==> config.mk <==
export PLATFORM = sky130hd
export DESIGN_NAME = note_key_debouncer
export DESIGN_NICKNAME = d
export VERILOG_FILES = /design/src/rtl/keyboard_pkg.sv /design/src/rtl/key_debounce_cell.sv /design/src/rtl/note_key_debouncer.sv
export SDC_FILE = /design/constraint.sdc
export NUM_CORES = 1
export LEC_CHECK = 0
export ABC_AREA = 1
export CORE_UTILIZATION = 50
export DETAILED_ROUTE_END_ITERATION = 12
export GPL_TIMING_DRIVEN = 0
export PLACE_DENSITY = 0.83
export SYNTH_ARGS = -nofsm -noshare
export SYNTH_HDL_FRONTEND = slang
export SYNTH_SLANG_ARGS = --single-unit
==> constraint.sdc <==
create_clock -name CLK_50MHz -period 1.9 [get_ports CLK_50MHz]
set_clock_uncertainty 0.2 [all_clocks]
set_input_delay 0.38 -clock CLK_50MHz [delete_from_list [all_inputs] [get_ports CLK_50MHz]]
set_output_delay 0.38 -clock CLK_50MHz [all_outputs]
set_load 0.005 [all_outputs]
==> src/rtl/keyboard_pkg.sv <==
// Shared keyboard definitions: key count, note index width and note numbering.
// The note constants are also used by the tone generators and the LCD display.
package keyboard_pkg;

    localparam int N_KEYS = 13;
    localparam int NOTE_W = 4;

    localparam int NOTE_C  = 0;
    localparam int NOTE_CS = 1;
    localparam int NOTE_D  = 2;
    localparam int NOTE_DS = 3;
    localparam int NOTE_E  = 4;
    localparam int NOTE_F  = 5;
    localparam int NOTE_FS = 6;
    localparam int NOTE_G  = 7;
    localparam int NOTE_GS = 8;
    localparam int NOTE_A  = 9;
    localparam int NOTE_AS = 10;
    localparam int NOTE_B  = 11;
    localparam int NOTE_C5 = 12;

endpackage

==> src/rtl/key_debounce_cell.sv <==
// One key: 2-flop synchroniser, polarity fix, tick-driven debounce counter and
// the accepted state flop, which is driven straight out as the note enable.
module key_debounce_cell #(
    parameter int STABLE_TICKS   = 20,
    parameter int KEY_ACTIVE_LOW = 1
) (
    input  logic CLK_50MHz,
    input  logic resetn,
    input  logic tick,
    input  logic key_raw,
    output logic en_note
);

    localparam int              CNT_W    = $clog2(STABLE_TICKS) + 1;
    localparam logic            RELEASED = 1'(KEY_ACTIVE_LOW);
    localparam logic [CNT_W-1:0] LAST    = CNT_W'(STABLE_TICKS - 1);

    logic             sync_q1;
    logic             sync_q2;
    logic             sample;
    logic [CNT_W-1:0] stable_cnt;

    // Synchroniser; reset loads the released level so a held key looks like a fresh press.
    always_ff @(posedge CLK_50MHz or negedge resetn) begin
        if (!resetn) begin
            sync_q1 <= RELEASED;
            sync_q2 <= RELEASED;
        end else begin
            sync_q1 <= key_raw;
            sync_q2 <= sync_q1;
        end
    end

    // Pressed reads as 1 regardless of the key's electrical polarity.
    assign sample = sync_q2 ^ RELEASED;

    // Debounce: a change is accepted only after STABLE_TICKS consecutive disagreeing ticks.
    always_ff @(posedge CLK_50MHz or negedge resetn) begin
        if (!resetn) begin
            stable_cnt <= '0;
            en_note    <= 1'b0;
        end else if (tick) begin
            if (sample == en_note) begin
                stable_cnt <= '0;
            end else if (stable_cnt == LAST) begin
                en_note    <= sample;
                stable_cnt <= '0;
            end else begin
                stable_cnt <= stable_cnt + 1'b1;
            end
        end
    end

endmodule

==> src/rtl/note_key_debouncer.sv <==
// Keyboard front end: prescaler for the debounce tick, one debounce cell per key,
// highest-note priority encoder and the new-press strobe.
// Output semantics: note_valid is a level that qualifies note_idx (no ready side;
// the consumer samples note_idx whenever note_valid=1). press_pulse is a 1-cycle strobe.
module note_key_debouncer
    import keyboard_pkg::*;
#(
    parameter int CLK_DIV        = 50000,
    parameter int STABLE_TICKS   = 20,
    parameter int KEY_ACTIVE_LOW = 1
) (
    input  logic              CLK_50MHz,
    input  logic              resetn,
    input  logic [N_KEYS-1:0] key_raw,
    output logic [N_KEYS-1:0] en_notes,
    output logic              note_valid,
    output logic [NOTE_W-1:0] note_idx,
    output logic              press_pulse
);

    localparam int               DIV_W    = (CLK_DIV > 1) ? $clog2(CLK_DIV) : 1;
    localparam logic [DIV_W-1:0] DIV_LAST = DIV_W'(CLK_DIV - 1);

    logic [DIV_W-1:0]  presc_cnt;
    logic              tick;
    logic [N_KEYS-1:0] en_notes_q;
    logic [NOTE_W-1:0] top_idx;

    // Prescaler wraps at CLK_DIV-1; tick is high for that single count.
    always_ff @(posedge CLK_50MHz or negedge resetn) begin
        if (!resetn) begin
            presc_cnt <= '0;
        end else if (presc_cnt == DIV_LAST) begin
            presc_cnt <= '0;
        end else begin
            presc_cnt <= presc_cnt + 1'b1;
        end
    end

    assign tick = (presc_cnt == DIV_LAST);

    genvar k;
    generate
        for (k = 0; k < N_KEYS; k++) begin : g_key
            key_debounce_cell #(
                .STABLE_TICKS  (STABLE_TICKS),
                .KEY_ACTIVE_LOW(KEY_ACTIVE_LOW)
            ) u_cell (
                .CLK_50MHz(CLK_50MHz),
                .resetn   (resetn),
                .tick     (tick),
                .key_raw  (key_raw[k]),
                .en_note  (en_notes[k])
            );
        end
    endgenerate

    // Priority encoder: later (higher) keys overwrite, so C5 wins over C4.
    always_comb begin
        top_idx = '0;
        for (int i = 0; i < N_KEYS; i++) begin
            if (en_notes[i]) begin
                top_idx = NOTE_W'(i);
            end
        end
    end

    // Derived outputs, registered one cycle behind en_notes; only rising bits strobe.
    always_ff @(posedge CLK_50MHz or negedge resetn) begin
        if (!resetn) begin
            en_notes_q  <= '0;
            note_valid  <= 1'b0;
            note_idx    <= '0;
            press_pulse <= 1'b0;
        end else begin
            en_notes_q  <= en_notes;
            note_valid  <= |en_notes;
            note_idx    <= top_idx;
            press_pulse <= |(en_notes & ~en_notes_q);
        end
    end

endmodule

==> flow_metrics.env <==
export IMPL_status="complete, but fails checks"
export IMPL_violations="negative setup slack"
export IMPL_cpMaxStageDelayCell="dfrtp_1"
export IMPL_clk_insertion_delay_late_ps=430
export IMPL_multiInputGateArea_mm2=0.00285
export IMPL_rsz0062_at_grt="true"
export IMPL_synthCells=728
export IMPL_gp_congestion=0.881
export IMPL_final_setup_viol_count=8
export IMPL_post_route_drc_count=0
export IMPL_syn_nets=757
export IMPL_max_freq_ghz=0.518
export IMPL_diodes=0
export IMPL_first_global_vias=5016
export IMPL_cts_buffer_depth=2
export IMPL_syn_cell_area_mm2=0.00698
export IMPL_critical_path_arrival_ps=2040
export IMPL_start_kind="flip-flop"
export IMPL_maxSlewViolCount=0
export IMPL_hold_class="reg -> reg"
export IMPL_die_area_mm2=0.0144
export IMPL_overflow=0
export IMPL_fill_cells=981
export IMPL_cts_htree_levels=4
export IMPL_core_area_mm2=0.0135
export IMPL_worst_slack_ps=-30.3
export IMPL_p_comb_frac=0.018
export IMPL_crit_required_ps=2010
export IMPL_slew_headroom=0.665
export IMPL_power_switching_w=0.00137
export IMPL_cts_sinks=152
export IMPL_drt_iter0_markers=413
export IMPL_crit_buf_inv=4
export IMPL_fin_crit_sh=1.02
export IMPL_critical_path_top_delay_family="buffers and inverters"
export IMPL_slowest_delay_ps=360
export IMPL_cts_buffers_inserted=17
export IMPL_crit_type="reg -> reg"
export IMPL_viasPerCell=5.28
export IMPL_regArea_mm2=0.00385
export IMPL_power_density_mw_per_mm2=797
export IMPL_clockPowerShare=0.507
export IMPL_die_width_um=120
export IMPL_start_util=0.519
export IMPL_synth_seq_cells=152
export IMPL_rows=42
export IMPL_holdPathStages=0
export IMPL_ff2ff_path_depth=11
export IMPL_cp_cell_sequence="ha_2 -> nand2_2 -> inv_2 -> nand2_4 -> nor2_4 -> nand2_4 -> buf_8 -> buf_12 -> clkbuf_16 -> a21oi_2 -> a21oi_2"
export IMPL_syn_to_final_growth_pct=25.3
export IMPL_placed_area_mm2=0.00756
export IMPL_layout_drive_gt1_share=0.250
export IMPL_ant_nets=0
export IMPL_avgRoutedWirePerCell_um=15.1
export IMPL_cts_clk_slew_worst_paths_ps=60
export IMPL_period_minus_slack_ps=1930
export IMPL_antenna_found_initial=0
export IMPL_synth_cell_types=32
export IMPL_worstPathMaxFanout=6
export IMPL_p_int_w=0.00560
export IMPL_finalPower_w=0.00697
export IMPL_hold_violations=0
export IMPL_swShare=0.196
export IMPL_first_pass_iters=5
export IMPL_fin_util=0.650
export IMPL_pre_cts_ws_ps=-219
export IMPL_avgSynthCellArea_um2=9.59
export IMPL_cp_num_cells=11
export IMPL_endpoint_kind="flip-flop"
export IMPL_ys_warn_count=0
export IMPL_fin_nets=836
export IMPL_grt_max_degree=106
export IMPL_ios=34
export IMPL_p_seq_frac=0.475
export IMPL_p_leak_nw=3.92
export IMPL_cts_root_buf="clkbuf_16"
export IMPL_routed_wl_um=15100
export IMPL_port_buffer_count=33
export IMPL_dr_total_vias=5260
export IMPL_dp_hpwl_um=8920
export IMPL_ys_seq_area_frac=0.549
export IMPL_max_cap_viol_count=0
export IMPL_grt_use_total=0.213
export IMPL_design_area_mm2=0.00875
export IMPL_grt_pass1_wl_um=23600
export IMPL_cts_tree="yes"
export IMPL_irDropWorstVdd_mv=0.550
export IMPL_die_h_um=120
export IMPL_worstMarginPinSlew_ps=503
==> cell usage after synthesis (all sizes together) <==
| library cell | instances | area share |
|---|---|---|
| a21oi | 19 | 0.014 |
| buf | 22 | 0.025 |
| clkbuf | 5 | 0.0027 |
| dfrtp | 126 | 0.45 |
| dfstp | 26 | 0.098 |
| ha | 14 | 0.025 |
| inv | 89 | 0.048 |
| mux2i | 2 | 0.0029 |
| nand2 | 114 | 0.062 |
| nand3 | 55 | 0.043 |
| nand3b | 2 | 0.0021 |
| nand4 | 13 | 0.012 |
| nor2 | 42 | 0.023 |
| nor3 | 27 | 0.020 |
| nor4 | 3 | 0.0027 |
| o211ai | 1 | 0.0011 |
| o21a | 5 | 0.0054 |
| o21ai | 64 | 0.052 |
| o221ai | 1 | 0.0013 |
| o22ai | 27 | 0.024 |
| or2 | 10 | 0.0090 |
| xnor2 | 21 | 0.026 |
| xor2 | 40 | 0.050 |
==> logic make-up (layout without fill, tap and decap cells) <==
| family | after synthesis | after routing | synth area share |
|---|---|---|---|
| compound gates | 117 | 117 | 0.0973 |
| buf+inv | 116 | 208 | 0.0760 |
| mux | 2 | 2 | 0.00287 |
| xor+xnor | 61 | 61 | 0.0765 |
| flops | 152 | 152 | 0.549 |
| simple gates | 266 | 266 | 0.173 |
| fa+ha+maj | 14 | 14 | 0.0251 |
==> flip-flops by register name, indices dropped and copies added, names as in the netlist <==
name and cells:
en_notes_q 13, g_key.u_cell.sync_q2 13, g_key.u_cell.sync_q1 13, note_valid 1, press_pulse 1, note_idx 4, presc_cnt 16, g_key.u_cell.en_note 13
g_key.u_cell.stable_cnt 78
==> power groups by stage <==
stage                logic, W  registers [W]  clock network (W)
global route         0.000145        0.00331            0.00372
detailed placement   0.000125        0.00336                  0
floorplan           0.0000222        0.00336                  0
global placement     0.000117        0.00336                  0
finish               0.000127        0.00331            0.00353
CTS                  0.000127        0.00331            0.00356
==> cells in the final DEF, fill, tap and decap left out, types with 4 or more instances in the layout <==
cell	instances
clkbuf_16	20
or2_4	5
nand2_2	13
o21ai_1	15
inv_1	84
xnor2_1	21
or2_2	5
nor2_2	6
o21ai_2	16
o22ai_2	5
nand4_1	13
o22ai_1	22
dfrtp_1	113
o21ai_0	33
nor3_1	26
dfstp_2	26
nand3_2	6
nor2_1	33
clkbuf_8	6
nand2_1	99
nand3_1	47
dfrtp_2	13
buf_4	36
a21oi_1	8
a21oi_2	10
dlygate4sd2_1	12
ha_1	13
inv_2	4
clkdlybuf4s50_1	19
o21a_1	5
xor2_1	40
==> repair_timing <==
action                                 CTS  global route
gates cloned                             2             3
pin swaps                                3             6
endpoints found under the hold margin   36             0
setup endpoints to repair               92           102
gates resized for setup                 46            84
setup buffers                           18             2
hold buffers                             1             0
==> per-layer routing <==
| metal | vias to the layer above | wire length (um) | track usage |
|---|---|---|---|
| met1 | 2560 | 6840 | 0.286 |
| met4 | 0 | 320 | 0.0805 |
| li1 | 2558 | - | - |
| met2 | 116 | 7270 | 0.334 |
| met5 | - | 0 | 0 |
| met3 | 26 | 659 | 0.0499 |
==> through the flow <==
step / TNS, ps / hold WS [ps] / std cells
final: -132 / 154 / 996
after global routing: -3860 / 143 / 996
after CTS: 0 / 151 / 991
after detailed placement: -4450 / 139 / 938
after global placement: -807820 / 146 / 937
after floorplan: 0 / -116 / 728
==> final timing paths <==
kind	from	slack, ps	endpoint
worst min-delay path	g_key[10].u_cell.sync_q1$_DFF_PN1_	150	g_key[10].u_cell.sync_q2$_DFF_PN1_
min in group asynchronous	resetn	250	g_key[7].u_cell.stable_cnt[4]$_DFFE_PN0N_
worst max register to register	presc_cnt[1]$_DFF_PN0_	-30	g_key[10].u_cell.stable_cnt[2]$_DFFE_PN0N_
worst max-delay path	presc_cnt[1]$_DFF_PN0_	-30	g_key[10].u_cell.stable_cnt[2]$_DFFE_PN0N_
worst min register to register	g_key[10].u_cell.sync_q1$_DFF_PN1_	150	g_key[10].u_cell.sync_q2$_DFF_PN1_
max in group asynchronous	resetn	380	g_key[4].u_cell.en_note$_DFFE_PN0P_
==> final cells by class <==
class                      count  area share
buffer                        27      0.0270
clock buffer                  25      0.0589
clock inverter                 7      0.0129
inverter                      89      0.0396
multi-input combinational    460       0.326
sequential                   152       0.440
tap                          176      0.0252
timing repair buffer          59      0.0695
timing repair inverter         1    0.000858
Power figures use the tool's default switching activity.
